--- src/rtl/comparator_mc_pkg.sv ---
// Shared types, defaults and the compare primitive for the multi-channel comparator.
package comparator_mc_pkg;

  localparam int DEFAULT_DATA_WIDTH = 8;
  localparam int DEFAULT_NUM_CH     = 4;
  localparam int DEFAULT_CNT_WIDTH  = 16;

  // Operands are widened to this many bits before comparing, so one function
  // serves every DATA_WIDTH up to 64.
  localparam int CMP_WIDTH = 64;

  typedef struct packed {
    logic gt;
    logic eq;
    logic lt;
  } cmp_result_t;

  // Callers must sign-extend (signed mode) or zero-extend (unsigned mode)
  // the operands to CMP_WIDTH; the widened compare then matches the narrow one.
  function automatic cmp_result_t cmp_fn(input logic [CMP_WIDTH-1:0] a,
                                         input logic [CMP_WIDTH-1:0] b,
                                         input logic                 signed_mode);
    cmp_result_t r;
    logic        a_less;
    if (signed_mode) a_less = ($signed(a) < $signed(b));
    else             a_less = (a < b);
    r.eq = (a == b);
    r.lt = a_less;
    r.gt = !r.eq && !a_less;
    return r;
  endfunction

endpackage

--- src/rtl/comparator_mc_lane.sv ---
// One channel: combinational compare of the stage-1 operands plus a
// saturating counter of delivered equal results.
module comparator_mc_lane
  import comparator_mc_pkg::*;
#(
  parameter int DATA_WIDTH = DEFAULT_DATA_WIDTH,
  parameter int CNT_WIDTH  = DEFAULT_CNT_WIDTH
) (
  input  logic                  clock,
  input  logic                  reset,
  input  logic [DATA_WIDTH-1:0] a,
  input  logic [DATA_WIDTH-1:0] b,
  input  logic                  signed_mode,
  output cmp_result_t           result,
  input  logic                  count_inc,
  input  logic                  count_clear,
  output logic [CNT_WIDTH-1:0]  eq_count
);

  logic [CMP_WIDTH-1:0] a_ext;
  logic [CMP_WIDTH-1:0] b_ext;
  logic [CNT_WIDTH-1:0] count_reg;

  // Widen operands according to the beat's mode, then compare.
  always_comb begin
    if (signed_mode) begin
      a_ext = CMP_WIDTH'($signed(a));
      b_ext = CMP_WIDTH'($signed(b));
    end else begin
      a_ext = CMP_WIDTH'(a);
      b_ext = CMP_WIDTH'(b);
    end
    result = cmp_fn(a_ext, b_ext, signed_mode);
  end

  // Equal counter: clear beats a same-cycle increment; holds at all-ones.
  always_ff @(posedge clock or negedge reset) begin
    if (!reset) begin
      count_reg <= '0;
    end else if (count_clear) begin
      count_reg <= '0;
    end else if (count_inc && (count_reg != {CNT_WIDTH{1'b1}})) begin
      count_reg <= count_reg + CNT_WIDTH'(1);
    end
  end

  assign eq_count = count_reg;

endmodule

--- src/rtl/comparator_mc_pipe.sv ---
// Multi-channel signed/unsigned comparator with a 2-stage valid/ready
// pipeline (operand register, result register) and per-channel equal counters.
module comparator_mc_pipe
  import comparator_mc_pkg::*;
#(
  parameter int DATA_WIDTH = DEFAULT_DATA_WIDTH,
  parameter int NUM_CH     = DEFAULT_NUM_CH,
  parameter int CNT_WIDTH  = DEFAULT_CNT_WIDTH
) (
  input  logic                         clock,
  input  logic                         reset,
  input  logic                         in_valid,
  output logic                         in_ready,
  input  logic [NUM_CH*DATA_WIDTH-1:0] a_data,
  input  logic [NUM_CH*DATA_WIDTH-1:0] b_data,
  input  logic                         signed_mode,
  output logic                         out_valid,
  input  logic                         out_ready,
  output logic [NUM_CH-1:0]            gt,
  output logic [NUM_CH-1:0]            eq,
  output logic [NUM_CH-1:0]            lt,
  input  logic                         count_clear,
  output logic [NUM_CH*CNT_WIDTH-1:0]  eq_count
);

  logic                         s1_valid_reg;
  logic [NUM_CH*DATA_WIDTH-1:0] s1_a_reg;
  logic [NUM_CH*DATA_WIDTH-1:0] s1_b_reg;
  logic                         s1_signed_reg;
  logic                         s2_valid_reg;
  logic [NUM_CH-1:0]            gt_reg, eq_reg, lt_reg;
  logic [NUM_CH-1:0]            gt_next, eq_next, lt_next;
  logic                         s1_advance;
  logic                         in_accept;
  logic                         out_deliver;

  // Handshake control; in_ready is held low while reset is asserted.
  always_comb begin
    s1_advance  = s1_valid_reg && (!s2_valid_reg || out_ready);
    in_ready    = reset && (!s1_valid_reg || s1_advance);
    in_accept   = in_valid && in_ready;
    out_deliver = s2_valid_reg && out_ready;
  end

  // Stage 1: capture operands and mode on an input handshake.
  always_ff @(posedge clock or negedge reset) begin
    if (!reset) begin
      s1_valid_reg  <= 1'b0;
      s1_a_reg      <= '0;
      s1_b_reg      <= '0;
      s1_signed_reg <= 1'b0;
    end else if (in_accept) begin
      s1_valid_reg  <= 1'b1;
      s1_a_reg      <= a_data;
      s1_b_reg      <= b_data;
      s1_signed_reg <= signed_mode;
    end else if (s1_advance) begin
      s1_valid_reg  <= 1'b0;
    end
  end

  // Stage 2: register compare results; hold them while the sink stalls.
  always_ff @(posedge clock or negedge reset) begin
    if (!reset) begin
      s2_valid_reg <= 1'b0;
      gt_reg       <= '0;
      eq_reg       <= '0;
      lt_reg       <= '0;
    end else if (s1_advance) begin
      s2_valid_reg <= 1'b1;
      gt_reg       <= gt_next;
      eq_reg       <= eq_next;
      lt_reg       <= lt_next;
    end else if (out_deliver) begin
      s2_valid_reg <= 1'b0;
    end
  end

  genvar gi;
  generate
    for (gi = 0; gi < NUM_CH; gi++) begin : g_lane
      cmp_result_t lane_result;

      comparator_mc_lane #(
        .DATA_WIDTH (DATA_WIDTH),
        .CNT_WIDTH  (CNT_WIDTH)
      ) u_lane (
        .clock       (clock),
        .reset       (reset),
        .a           (s1_a_reg[gi*DATA_WIDTH +: DATA_WIDTH]),
        .b           (s1_b_reg[gi*DATA_WIDTH +: DATA_WIDTH]),
        .signed_mode (s1_signed_reg),
        .result      (lane_result),
        .count_inc   (out_deliver && eq_reg[gi]),
        .count_clear (count_clear),
        .eq_count    (eq_count[gi*CNT_WIDTH +: CNT_WIDTH])
      );

      assign gt_next[gi] = lane_result.gt;
      assign eq_next[gi] = lane_result.eq;
      assign lt_next[gi] = lane_result.lt;
    end
  endgenerate

  assign out_valid = s2_valid_reg;
  assign gt        = gt_reg;
  assign eq        = eq_reg;
  assign lt        = lt_reg;

endmodule
--- config.mk ---
export PLATFORM = sky130hd
export DESIGN_NAME = comparator_mc_pipe
export DESIGN_NICKNAME = d
export VERILOG_FILES = /design/src/rtl/comparator_mc_pkg.sv /design/src/rtl/comparator_mc_lane.sv /design/src/rtl/comparator_mc_pipe.sv
export SDC_FILE = /design/constraint.sdc
export NUM_CORES = 1
export LEC_CHECK = 0
export BUFFER_PORTS_ARGS = -buffer_cell sky130_fd_sc_hd__buf_2
export CORE_MARGIN = 2
export CORE_UTILIZATION = 50
export CTS_CLUSTER_SIZE = 14
export DETAILED_ROUTE_END_ITERATION = 7
export PLACE_DENSITY = 0.76
export SETUP_SLACK_MARGIN = 0.2
export SLEW_MARGIN = 20
export SYNTH_ARGS = -nofsm -noshare
export SYNTH_HDL_FRONTEND = slang
export SYNTH_SLANG_ARGS = --single-unit
--- constraint.sdc ---
create_clock -name clock -period 1.7 [get_ports clock]
set_input_delay 0 -clock clock [delete_from_list [all_inputs] [get_ports clock]]
set_output_delay 0 -clock clock [all_outputs]
set_load 0.05 [all_outputs]
**Word-level counts from Yosys, hierarchy flattened**

Index checks and enable logic that the tools add are counted.

- Register bits: 143
- Input port bits: 70
- Logic and storage cells: 90

- $add $sub $neg: 4
- Magnitude comparators: 8
- Equal/unequal tests: 8
- Muxes and demuxes: 24
- Reduce and logical (&&, ||, !) cells: 34

Operator list:

| operator | count |
|---|---|
| less-than comparator 64 bit | 8 |
| 2-to-1 mux 64 bit | 8 |
| equality test 64 bit | 4 |
| 2-to-1 mux 16 bit | 8 |
| adder 16 x 1 -> 16 bit, second input constant | 4 |
| != test 16 bit, second input constant | 4 |
| logical AND 1 bit | 16 |
| nonzero test 2 bit | 6 |
| zero test 1 bit | 10 |
| 2-to-1 mux 1 bit | 8 |
| logical OR 1 bit | 2 |

**Longest topological paths before layout**

- Depth after elaboration: 7
- Depth in mapped cells: 8

**By module**

A second synthesis with hierarchy kept.

- Cells, all modules: 720
- Area, all modules: 7930.1 sq um

Modules (own cells, without submodules):

| module | instances | cells each | area an instance (sq um) |
|---|---|---|---|
| comparator_mc_lane | 4 | 136 | 1172.4 |
| comparator_mc_pipe | 1 | 176 | 3240.6 |

**Worst setup path before layout**

No wires, ideal clock.

- Kind: reg2reg
- From: register s2_valid_reg, in the netlist out_valid
- To: register s1_a_reg[0]
- Setup time: 0.125 ns
- Data arrival time: 1.869 ns
- Data required time: 1.575 ns
- Slack: -0.294 ns
- Cell stages (with the launch flop): 8
- Buffers on the path: 3
- Cells stage by stage: dfrtp_1 buf_4 nand3b_1 and2_4 nand2_2 buf_6 buf_8 mux2_4

- Word-level cells in the longest chain between the ends: 6

RTL lines:

| what | RTL line | source |
|---|---|---|
| start, declared | comparator_mc_pipe.sv:30 | `logic s2_valid_reg;` |
| start signal, assigned | comparator_mc_pipe.sv:65 | `s2_valid_reg <= 1'b0;` |
| start signal, assigned | comparator_mc_pipe.sv:70 | `s2_valid_reg <= 1'b1;` |
| start signal, assigned | comparator_mc_pipe.sv:75 | `s2_valid_reg <= 1'b0;` |
| zero test 1 bit | comparator_mc_pipe.sv:39 | `s1_advance = s1_valid_reg && (!s2_valid_reg \|\| out_ready);` |
| logical OR 1 bit | comparator_mc_pipe.sv:39 |  |
| logical AND 1 bit | comparator_mc_pipe.sv:39 |  |
| logical OR 1 bit | comparator_mc_pipe.sv:40 | `in_ready = reset && (!s1_valid_reg \|\| s1_advance);` |
| logical AND 1 bit | comparator_mc_pipe.sv:40 |  |
| named net in_ready | comparator_mc_pipe.sv:13 | `output logic in_ready,` |
| logical AND 1 bit | comparator_mc_pipe.sv:41 | `in_accept = in_valid && in_ready;` |
| end signal, assigned | comparator_mc_pipe.sv:54 | `s1_a_reg <= a_data;` |
| end, declared | comparator_mc_pipe.sv:27 | `logic [NUM_CH*DATA_WIDTH-1:0] s1_a_reg;` |

The timed path passes the listed nets, and every way through them passes these cells.
A chain may end at the register's enable or synchronous reset.

**Worst setup path after layout**

- From: register s1_signed_reg
- To: register gt_reg[1], in the netlist gt[1]

- Word-level cells in the longest chain between the ends: 5
- Elaborated cells between the ends (all ways): 9

RTL lines:

| what | RTL line | source |
|---|---|---|
| start, declared | comparator_mc_pipe.sv:29 | `logic s1_signed_reg;` |
| start signal, assigned | comparator_mc_pipe.sv:56 | `s1_signed_reg <= signed_mode;` |
| 2-to-1 mux 64 bit | comparator_mc_lane.sv:26 | `if (signed_mode) begin` |
| less-than comparator 64 bit, on equally long branches | comparator_mc_pkg.sv:26, comparator_mc_pkg.sv:25 |  |
| 2-to-1 mux 1 bit | comparator_mc_pkg.sv:25 | `if (signed_mode) a_less = ($signed(a) < $signed(b));` |
| zero test 1 bit | comparator_mc_pkg.sv:29 | `r.gt = !r.eq && !a_less;` |
| logical AND 1 bit * | comparator_mc_pkg.sv:29 |  |
| end signal, assigned | comparator_mc_pipe.sv:71 | `gt_reg <= gt_next;` |
| end, declared | comparator_mc_pipe.sv:31 | `logic [NUM_CH-1:0] gt_reg, eq_reg, lt_reg;` |

Mark *: on every way between the ends. The rest lies on a longest branch, timed or not.

==> results.py <==
metrics = {
    "grt": {
        "globalRouteOverflowTotal": 0,
        "grt_start_max_net_pins": 144,
        "groute.usage.overall": 0.255,
        "global_route_wire_length_before_repair_um": 32600,
        "antenna_found_initial": 0,
        "number_of_global_route_vias_before_repair": 6489,
    },
    "clock_tree": {
        "clk_pin_slew_worst_paths_ns": 0.06,
        "cts_made_buffers": 17,
        "worst_skew_pair.late_latency_ns": 0.41,
        "htreeDepth": 4,
        "cts.path.max_buffers": 2,
        "numClockSinks": 143,
        "root_driver": "sky130_fd_sc_hd__clkbuf_16",
        "clock_tree_from_tritoncts": "done",
    },
    "synthesis": {
        "post_synth_num_cell_types": 61,
        "ys_seq_area_frac": 0.470,
        "synth.net_count": 787,
        "syn_area_um2": 7610,
        "synth-edff-count": 0,
        "post_synth_inst_count": 677,
        "yosys_warnings": 0,
        "synth_async_sr_flop_share": 1.00,
        "post_synthesis_average_cell_area_um2": 11.2,
        "yosys_register_bits": 143,
        "yosys_most_used_dff": "sky130_fd_sc_hd__dfrtp_1",
    },
    "job": {
        "timing.max_cap.violations": 0,
    },
    "cells_and_area": {
        "synthToLayoutAreaGrowth_pct": 51.3,
        "final_cell_mix": "sky130_fd_sc_hd__buf_2 (145), sky130_fd_sc_hd__dfrtp_1 (82), sky130_fd_sc_hd__nor2_1 (69), sky130_fd_sc_hd__dlygate4sd3_1 (66), sky130_fd_sc_hd__dfrtp_2 (61)",
        "num-nets-final": 1084,
        "final_common_cell": "sky130_fd_sc_hd__buf_2",
        "largest_register_ffs": 64,
        "post_route_cells_drive_above_1_share": 0.510,
        "final_cells": 1175,
        "diodes": 0,
        "post-route-util": 0.766,
    },
    "pwr": {
        "p_switching_w": 0.00307,
        "p_int_w": 0.00740,
        "p_sw_frac": 0.293,
        "clock_power_share": 0.357,
        "cellLeakagePower_nw": 5.49,
        "share_comb_of_total_power": 0.258,
        "seq_power_share": 0.385,
        "cell_pwr_density_nw_per_um2": 909,
        "ir_worst_vdd_mv": 0.905,
    },
    "sta": {
        "post-route-min-period_ns": 1.73,
        "actual_slew_at_the_worst_max_slew_pin_ns": 0.799,
        "setup-violations-final": 2,
        "final.setup.tns_ns": -0.0494,
        "grt_setup_unrepaired": "true",
        "holdWs_ns": 0.0585,
        "final_skew_ns": 0.0109,
        "maxSlewHeadroom": 0.468,
        "timing.final.crit_share": 1.02,
        "hold_viol": 0,
        "post-route-worst-setup-slack_ns": -0.0315,
        "timing.fmax_ghz": 0.578,
        "slew_violations": 0,
    },
    "critical_path": {
        "worst_r2r_dst": "gt[1]",
        "setup.worst_path.start_class": "flop",
        "crit_required_ns": 2.06,
        "crit_path_end_kind": "flop",
        "crit_path_max_fanout": 7,
        "worst_r2r_path_depth": 7,
        "r2r_start": "s1_signed_reg",
        "criticalPathCategory": "reg2reg",
        "timing.critical_path.arrival_ns": 2.09,
        "setup.reg_to_reg.worst_slack_ns": -0.03,
    },
    "route": {
        "drt_pre_antenna_iters": 5,
        "drc": 0,
        "length_of_routed_met3_wiring_um": 1100,
        "dr.max_layer_used": "met4",
        "detail_route.iter0.violations": 378,
        "routedLengthMet1_um": 9050,
        "detail-route-antenna-nets": 0,
        "route.detailed.wl_per_inst_um": 19.1,
        "met2WireLength_um": 11800,
        "via_per_inst": 5.57,
        "vias": 6539,
        "wl_um": 22400,
    },
    "floorplanning": {
        "core-area_um2": 15000,
        "die_area_um2": 16200,
        "die_width_um": 127,
        "initial_core_util": 0.506,
        "chip_height_um": 127,
        "num_io_pins": 148,
        "row_count": 45,
    },
    "placement": {
        "io_buffer_count": 147,
        "gp_congestion": 0.793,
        "total_instance_count_after_detailed_placement": 1010,
        "hpwl_um": 11500,
    },
    "worst_hold_path": {
        "holdCritStartpoint": "count_clear",
        "worstHoldEndpoint": "g_lane[3].u_lane.eq_count[13]",
        "hold-path-cell-count": 2,
        "min_path_type": "in2reg",
    },
    "outcome": {
        "run_status": "finished with violations",
        "failed_checks": "negative setup slack",
    },
}
-- power groups by stage --
stage	Sequential [W]	Combinational, W	Clock, W
4_1_cts	0.00400	0.00241	0.00376
6_report	0.00403	0.00271	0.00374
3_5_place_dp	0.00405	0.00205	0
5_1_grt	0.00407	0.00291	0.00394
2_1_floorplan	0.00433	0.00120	0
3_3_place_gp	0.00404	0.00200	0
-- critical path: stages (launching register included) --
cell and delay (ns):
sky130_fd_sc_hd__dfrtp_2 0.45, sky130_fd_sc_hd__and2_4 0.16, sky130_fd_sc_hd__ha_4 0.27, sky130_fd_sc_hd__and3_4 0.20, sky130_fd_sc_hd__nand3_4 0.06, sky130_fd_sc_hd__a21o_1 0.18, sky130_fd_sc_hd__a32oi_2 0.19, sky130_fd_sc_hd__a22o_1 0.15
-- cell families after synthesis --
logic type | synth area share
xor+xnor | 0.0633
flops | 0.470
buf+inv | 0.0373
compound gates | 0.0628
fa+ha+maj | 0.0657
simple gates | 0.177
mux | 0.124
-- stage by stage --
stage               worst slack (ns)  total power (W)  instance area, um2
CTS                          -0.0208           0.0102               10800
global placement            -0.00414          0.00604                9030
floorplan                    -0.0955          0.00553                8040
global route                  -0.104           0.0109               11500
finish                       -0.0315           0.0105               11500
detailed placement           -0.0492          0.00610                9030
-- Yosys cell counts (2+ instances only) --
master | count | share of area
sky130_fd_sc_hd__nand4b_1 | 4 | 0.0046
sky130_fd_sc_hd__a211o_1 | 2 | 0.0023
sky130_fd_sc_hd__buf_8 | 4 | 0.0079
sky130_fd_sc_hd__nand2b_1 | 3 | 0.0025
sky130_fd_sc_hd__mux2i_1 | 4 | 0.0053
sky130_fd_sc_hd__nor3_2 | 2 | 0.0026
sky130_fd_sc_hd__o2111ai_1 | 5 | 0.0058
sky130_fd_sc_hd__nor2_1 | 79 | 0.039
sky130_fd_sc_hd__nand4_1 | 26 | 0.021
sky130_fd_sc_hd__mux2_2 | 28 | 0.041
sky130_fd_sc_hd__a21oi_1 | 11 | 0.0072
sky130_fd_sc_hd__xor2_1 | 46 | 0.053
sky130_fd_sc_hd__or3_1 | 2 | 0.0016
sky130_fd_sc_hd__o21a_1 | 4 | 0.0039
sky130_fd_sc_hd__and4_1 | 8 | 0.0092
sky130_fd_sc_hd__dfrtp_1 | 143 | 0.47
sky130_fd_sc_hd__o211ai_1 | 16 | 0.016
sky130_fd_sc_hd__buf_4 | 4 | 0.0039
sky130_fd_sc_hd__o21ai_0 | 12 | 0.0079
sky130_fd_sc_hd__a21o_1 | 4 | 0.0039
sky130_fd_sc_hd__nand2_1 | 31 | 0.015
sky130_fd_sc_hd__nand4_2 | 2 | 0.0033
sky130_fd_sc_hd__buf_2 | 2 | 0.0013
sky130_fd_sc_hd__nand3_1 | 27 | 0.018
sky130_fd_sc_hd__nand3_4 | 2 | 0.0046
sky130_fd_sc_hd__and3_1 | 15 | 0.012
sky130_fd_sc_hd__ha_1 | 40 | 0.066
sky130_fd_sc_hd__o21ai_1 | 2 | 0.0013
sky130_fd_sc_hd__nor4_1 | 4 | 0.0033
sky130_fd_sc_hd__and4_4 | 2 | 0.0030
sky130_fd_sc_hd__a211oi_1 | 3 | 0.0030
sky130_fd_sc_hd__nor2b_1 | 6 | 0.0049
sky130_fd_sc_hd__buf_6 | 2 | 0.0030
sky130_fd_sc_hd__nor3b_1 | 2 | 0.0020
sky130_fd_sc_hd__and2_1 | 11 | 0.0090
sky130_fd_sc_hd__xnor2_1 | 9 | 0.010
sky130_fd_sc_hd__mux2_4 | 39 | 0.077
sky130_fd_sc_hd__nor3_1 | 7 | 0.0046
sky130_fd_sc_hd__clkbuf_1 | 10 | 0.0049
sky130_fd_sc_hd__inv_1 | 33 | 0.016
-- how the worst max path moves through the flow --
stage                                            start                      endpoint  cells past startpoint
after CTS                                s1_signed_reg                         gt[1]                      7
after global routing                     s1_signed_reg                         lt[1]                      7
after detailed placement                 s1_signed_reg                         lt[1]                      7
final                                    s1_signed_reg                         gt[1]                      7
after global placement                   s1_signed_reg                         lt[1]                      7
after floorplan           g_lane[3].u_lane.eq_count[0]  g_lane[3].u_lane.eq_count[7]                      7
-- area by class of cell --
class | count | area, um2
clock buffer | 25 | 465
clock inverter | 7 | 114
fill | 928 | 3510
inverter | 33 | 124
multi-input combinational | 480 | 4620
sequential | 143 | 3650
tap | 188 | 235
timing repair buffer | 299 | 2300
-- layer usage --
metal / vias to the layer above / global-route usage
met2: 226 / 0.444
met3: 44 / 0.0578
met4: 0 / 0.0756
met1: 3260 / 0.317
met5: - / 0
li1: 3009 / -
-- repair_timing --
| action | 4_1_cts | 5_1_grt |
|---|---|---|
| resized for setup | 57 | 75 |
| cloned | 2 | 5 |
| setup buffers | 29 | 30 |
| hold endpoints to repair | 209 | 0 |
| pin swaps | 42 | 67 |
| endpoints found under the setup margin | 114 | 113 |
| hold buffers | 67 | 0 |
Note: power is estimated with default switching activity, not from simulation.
